## config.mk

```make
export PLATFORM = sky130hd
export DESIGN_NAME = uart_tx_block_serializer
export DESIGN_NICKNAME = d
export VERILOG_FILES = /design/src/rtl/uart_tx_block_serializer.sv
export SDC_FILE = /design/constraint.sdc
export NUM_CORES = 1
export LEC_CHECK = 0
export ABC_AREA = 1
export BUFFER_PORTS_ARGS = -buffer_cell sky130_fd_sc_hd__buf_2
export CORE_ASPECT_RATIO = 1.75
export CORE_UTILIZATION = 55
export CTS_CLUSTER_DIAMETER = 80
export DETAILED_ROUTE_END_ITERATION = 12
export GPL_ROUTABILITY_DRIVEN = 0
export PLACE_DENSITY_LB_ADDON = 0.2
export SYNTH_ARGS = -nofsm -noshare
export SYNTH_HDL_FRONTEND = slang
export SYNTH_SLANG_ARGS = --single-unit
```

## constraint.sdc

```tcl
create_clock -name i_uart_clk -period 2.02 [get_ports i_uart_clk]
set_input_delay 0.202 -clock i_uart_clk [delete_from_list [all_inputs] [get_ports i_uart_clk]]
set_output_delay 0.202 -clock i_uart_clk [all_outputs]
set_load 0.05 [all_outputs]
```

## src/rtl/uart_tx_block_serializer.sv

```systemverilog
// uart_tx_block_serializer
//
// Upstream feeder for the UART transmitter. Takes one N_BLOCK_BITS-wide block
// over a valid/ready handshake, holds it, and offers it to the transmitter
// N_DATA_BITS at a time, most significant byte first.
//
// Ports:
//   i_uart_clk       system clock, shared with the transmitter
//   i_uart_reset     synchronous active-high reset (not gated by i_uart_en)
//   i_uart_en        baud enable, same strobe as the transmitter's enable
//   i_blk_valid      upstream block valid
//   i_blk_data       upstream block, byte 0 in the top N_DATA_BITS
//   o_blk_ready      serializer can accept a block (IDLE only)
//   i_tx_ready       transmitter ready
//   o_tx_data_valid  byte valid to the transmitter
//   o_tx_data        byte currently offered
//   o_busy           a block is held or being sent
//   o_byte_idx       index of the byte currently offered
//   o_blk_done       one-cycle pulse after the last byte is accepted
module uart_tx_block_serializer #(
    parameter int N_BLOCK_BITS = 128,
    parameter int N_DATA_BITS  = 8,
    localparam int N_BYTES     = N_BLOCK_BITS / N_DATA_BITS,
    localparam int CNT_WIDTH   = $clog2(N_BYTES + 1)
) (
    input  logic                    i_uart_clk,
    input  logic                    i_uart_reset,
    input  logic                    i_uart_en,
    input  logic                    i_blk_valid,
    input  logic [N_BLOCK_BITS-1:0] i_blk_data,
    output logic                    o_blk_ready,
    input  logic                    i_tx_ready,
    output logic                    o_tx_data_valid,
    output logic [N_DATA_BITS-1:0]  o_tx_data,
    output logic                    o_busy,
    output logic [CNT_WIDTH-1:0]    o_byte_idx,
    output logic                    o_blk_done
);

    localparam logic [CNT_WIDTH-1:0] LAST_IDX = CNT_WIDTH'(N_BYTES - 1);

    typedef enum logic [1:0] {
        S_IDLE,
        S_SEND,
        S_WAIT,
        S_DONE
    } state_t;

    state_t                  state, state_nxt;
    logic [N_BLOCK_BITS-1:0] shreg, shreg_nxt;
    logic [CNT_WIDTH-1:0]    byte_idx, byte_idx_nxt;

    always_ff @(posedge i_uart_clk) begin
        if (i_uart_reset) begin
            state    <= S_IDLE;
            shreg    <= '0;
            byte_idx <= '0;
        end else begin
            state    <= state_nxt;
            shreg    <= shreg_nxt;
            byte_idx <= byte_idx_nxt;
        end
    end

    always_comb begin
        state_nxt       = state;
        shreg_nxt       = shreg;
        byte_idx_nxt    = byte_idx;
        o_blk_ready     = 1'b0;
        o_busy          = 1'b1;
        o_tx_data_valid = 1'b0;
        o_blk_done      = 1'b0;

        case (state)
            S_IDLE: begin
                o_blk_ready = 1'b1;
                o_busy      = 1'b0;
                if (i_blk_valid) begin
                    shreg_nxt    = i_blk_data;
                    byte_idx_nxt = '0;
                    state_nxt    = S_SEND;
                end
            end
            S_SEND: begin
                o_tx_data_valid = 1'b1;
                // Transmitter latches on the same enabled edge this fires on.
                if (i_uart_en && i_tx_ready) begin
                    if (byte_idx < LAST_IDX) begin
                        shreg_nxt    = shreg << N_DATA_BITS;
                        byte_idx_nxt = byte_idx + 1'b1;
                        state_nxt    = S_WAIT;
                    end else begin
                        state_nxt = S_DONE;
                    end
                end
            end
            S_WAIT: begin
                // Hold off until the transmitter's ready is seen low on an
                // enabled cycle, so a stale ready cannot take the next byte.
                if (i_uart_en && !i_tx_ready) begin
                    state_nxt = S_SEND;
                end
            end
            S_DONE: begin
                o_blk_done = 1'b1;
                state_nxt  = S_IDLE;
            end
            default: begin
                state_nxt = S_IDLE;
            end
        endcase
    end

    assign o_tx_data  = shreg[N_BLOCK_BITS-1 -: N_DATA_BITS];
    assign o_byte_idx = byte_idx;

endmodule
```

After elaboration in Yosys (flattened, before gate mapping)
Index checks and enable logic that the tools add are counted.
W data, S select, Z words.
{"block": "classes", "reduce_logical": 7, "n_lt_le_gt_ge": 1, "addsub": 1, "n_eq_ne": 7, "mux": 17}
{"cell": "$mux W128", "count": 3}
{"cell": "$pmux W128 S2", "count": 1}
{"cell": "$mux W5", "count": 3}
{"cell": "$pmux W5 S2", "count": 1}
{"cell": "$ne A2 B2 Y1 const B", "count": 4}
{"cell": "$pmux W2 S4", "count": 1}
{"cell": "$mux W2", "count": 3}
{"cell": "$add A5 B1 Y5 const B", "count": 1}
{"cell": "$lt A5 B4 Y1 const B", "count": 1}
{"cell": "$mux W1", "count": 5}
{"cell": "$eq A2 B2 Y1 const B", "count": 2}
{"cell": "$reduce_and A4 Y1", "count": 1}
{"cell": "$reduce_and A3 Y1", "count": 1}
{"cell": "$eq A2 B1 Y1 const B", "count": 1}
{"cell": "$logic_and A1 B1 Y1", "count": 2}
{"cell": "$logic_not A2 Y1", "count": 1}
{"cell": "$reduce_bool A2 Y1", "count": 1}
{"cell": "$logic_not A1 Y1", "count": 1}
{"block": "word_totals", "inputBits": 133, "register_bits": 135, "word_cells": 36}

Depth between registers and ports, before layout
{"block": "depth", "word_depth": 4, "mapped_depth": 10, "depth_no_buf": 8}

Worst setup path before layout
OpenSTA, ideal clock, no wires.
{"block": "synth_path", "path_kind": "register -> register", "start": "register state[1]", "end": "register shreg[0]", "arrival_time_ns": 2.171, "path_stages_with_launch": 6, "required_time_ns": 1.960, "setup_slack_ns": -0.211, "path_cell_list": "dfxtp_1 -> nor2_1 -> inv_1 -> nor2_1 -> nand3_1 -> nand2_1"}
{"block": "synth_between", "elab_chain_len": 3, "elab_cells_between_ends": 8, "classes_between": "eq/ne (4); mux (1); reduce/logical (3)"}
{"element": "start, declared", "line_no": "49", "rtl": "state_t state, state_nxt;"}
{"element": "start signal, assigned", "line_no": "59", "rtl": "state <= state_nxt;"}
{"element": "$eq A2 B1 Y1 / $logic_not A2 Y1 (equally long branches)", "line_no": "74", "rtl": "case (state)"}
{"element": "$ne A2 B2 Y1 (no source line) / $reduce_bool A2 Y1 (equally long branches)"}
{"element": "$reduce_and A4 Y1 (no source line)"}
{"element": "end signal, assigned", "line_no": "60", "rtl": "shreg <= shreg_nxt;"}
{"element": "end, declared", "line_no": "50", "rtl": "logic [N_BLOCK_BITS-1:0] shreg, shreg_nxt;"}
Parallel ways exist; a longest one is shown, timed or not.
A chain may end at the register's enable or synchronous reset.

Worst setup path in the final report
{"block": "layout_path", "start": "register state[1]", "end": "register shreg[96]"}
Same word-level chain as after synthesis.

==> summary.txt <==
GR Layer Usage met1: 32.4%
share of layout cells above drive strength 1: 16.3%
Die W: 88.1 um
fillers: 1220
CP Capture Type: flip-flop
worst reg2reg startpoint: state[1]
asr flop ratio synth: 0%
latest clock arrival within the worst-skew pair: 420 ps
Arr. time, crit path: 2070 ps
overflow left after global routing: 0
worst vdd ir: 852 uV
GRT Overall Usage: 28.2%
Reg2Reg Depth: 9
Rel. slew slack: 70.3%
measured slew at the worst slew-check pin: 445 ps
CP Max Fanout: 80
die height: 153 um
H-Tree Depth: 4
met3 Track Usage GR: 6.07%
most common cell in the netlist: nand2_1
Clock Pin Slew Worst Setup and Hold Paths: 60 ps
CTS Root Buffer Type: clkbuf_16
Most Crowded Layer GR: met2
status: finished clean
first-pass GRT wire length: 30.0 mm
Num CTS Buffers: 17
data required time at the worst endpoint: 2370 ps
Routed WL: 18.4 mm
Final min period: 1730 ps
hold_sp: i_blk_data[2]
WS Path Type: reg2reg
syn nets: 1283
Reg area: 2700 um2
multi-input logic area: 3960 um2
Final WS setup: 292 ps
Inst Count DP: 1393
Finished Layout Cells: 1425
DRT Pass-1 Iters: 5
Final nets: 1379
worst-case clock skew: 8.44 ps
Hold Crit Endpoint: shreg[2]
period utilization: 85.5%
Post-CTS Resized: 0
CTS tree: yes
Synth top cells by count: nand2_1 (502), nor2_1 (250), dfxtp_1 (135)
port bufs: 149
worst hold stages: 3
die footprint: 13500 um2
initial antenna violation count: 0
Rows: 54
Startpoint Class: flip-flop
Final Hold Fails: 0
Via Count: 7251
R2R Path End: shreg[96]
fin. max-slew vios: 0
setup bufs post-CTS: 0
drt drc: 0
Starting Density: 56.8%
drt initial violations: 358
Seq/Total Area, Yosys: 37.9%
Avg Vias per Cell: 5.09
Area contributors post-synth: dfxtp_1 (38%), nand2_1 (26%), nor2_1 (13%)
via count of the first global-routing pass: 6609
worst reg2reg setup slack: 290 ps
Pwr Density: 1330 nW/um2
Avg Cell Area, Syn: 6.21 um2
final setup fails: 0
cell count after synthesis: 1149
library cells used by synthesis: 23
Mapped Area: 7140 um2
Synth Register Bits: 135
Finished Core Util: 67.8%
Layout Area Growth over Synthesis: 19.4%
Synth top area share: 37.9%
Post-synth EDFFs: 0
Clock Tree Buf Depth: 2
Yosys top cell by area: dfxtp_1
TNS Setup: 0 ps
met2 usage: 48.1%
largest net degree at the start of global routing: 96
RSZ-0062 raised after global routing: no
synth warn: 0
core area: 12600 um2
DR WL/cell: 12.9 um
diode count: 0
antenna-violating nets left: 0
static leakage: 0.00454 uW
IO Pins: 150
clk sinks: 135
Fmax: 579 MHz
Final HPWL DP: 11.7 mm
Main synth FF type: dfxtp_1
Hold Crit Class: in2reg
max_cap viols: 0
Post-Place Setup Slack: 330 ps
-- layer usage --
metal	routed length, um	vias up
met3	866	47
met2	9440	206
li1	-	3716
met5	0	-
met1	7310	3282
met4	742	0
-- through the flow --
stage               hold slack [ps]  cell area (um2)  power [uW]
floorplan                       271             7140        7190
global placement                430             7890        8000
detailed placement              437             7890        8100
CTS                           0.324             8520       11400
global route                   15.3             8520       12100
finish                         14.2             8520       11300
-- power by group --
part,total (uW),internal (uW),switching [uW]
Clock,3250,2080,1170
Combinational,4220,1560,2670
Sequential,3840,3430,407
Total,11300,7070,4250
-- critical path, stage by stage, from the launching register on --
cell and delay (ps):
dfxtp_1 470, inv_2 90, nand3_1 90, nand2_1 90, nor2_4 140, nand2_1 120
inv_4 100, buf_12 310, nor2_1 80, nor2_1 140
-- logic make-up after synthesis --
kind of cell    synth area share (%)
compound gates                 0.666
fa+ha+maj                      0.175
flops                           37.9
simple gates                    54.4
buf+inv                         6.89
-- state kept, by name, summed over array words and instances (netlist names) --
register	cells
o_byte_idx	5
shreg	128
state	2
-- repair_timing --
| action | in CTS | in global routing |
|---|---|---|
| setup endpoints to repair | 0 | 0 |
| endpoints found under the hold margin | 1 | 0 |
| hold buffers | 1 | 0 |
-- worst max path at each step --
stage	start	slack (ps)	to
floorplan	state[1]	150	shreg[0]
global placement	state[1]	380	shreg[51]
detailed placement	state[1]	330	shreg[36]
CTS	state[1]	290	shreg[11]
global route	state[1]	170	shreg[34]
finish	state[1]	290	shreg[96]
-- final cells by class --
type / count / area share [%]
clock buffers: 18 / 5.15
clock inverters: 13 / 2.11
inverters: 14 / 0.705
multi-input cells: 911 / 46.4
flip-flops and latches: 135 / 31.7
well taps: 168 / 2.47
repair buffers: 166 / 11.5
-- cell usage in the layout (no fill, tap or decap), drive strengths merged, types with 3 or more instances in the layout --
master    synthesis  layout
nand3b          120     120
clkinv            1       6
clkbuf           33      18
dfxtp           135     135
inv              13      14
nand2           504     504
buf              56     165
nand3            22      22
a21oi             4       4
nor2            251     251
bufinv            0       4
o21ai             4       4
clkinvlp          0       3
(Power assumes the default switching activity.)
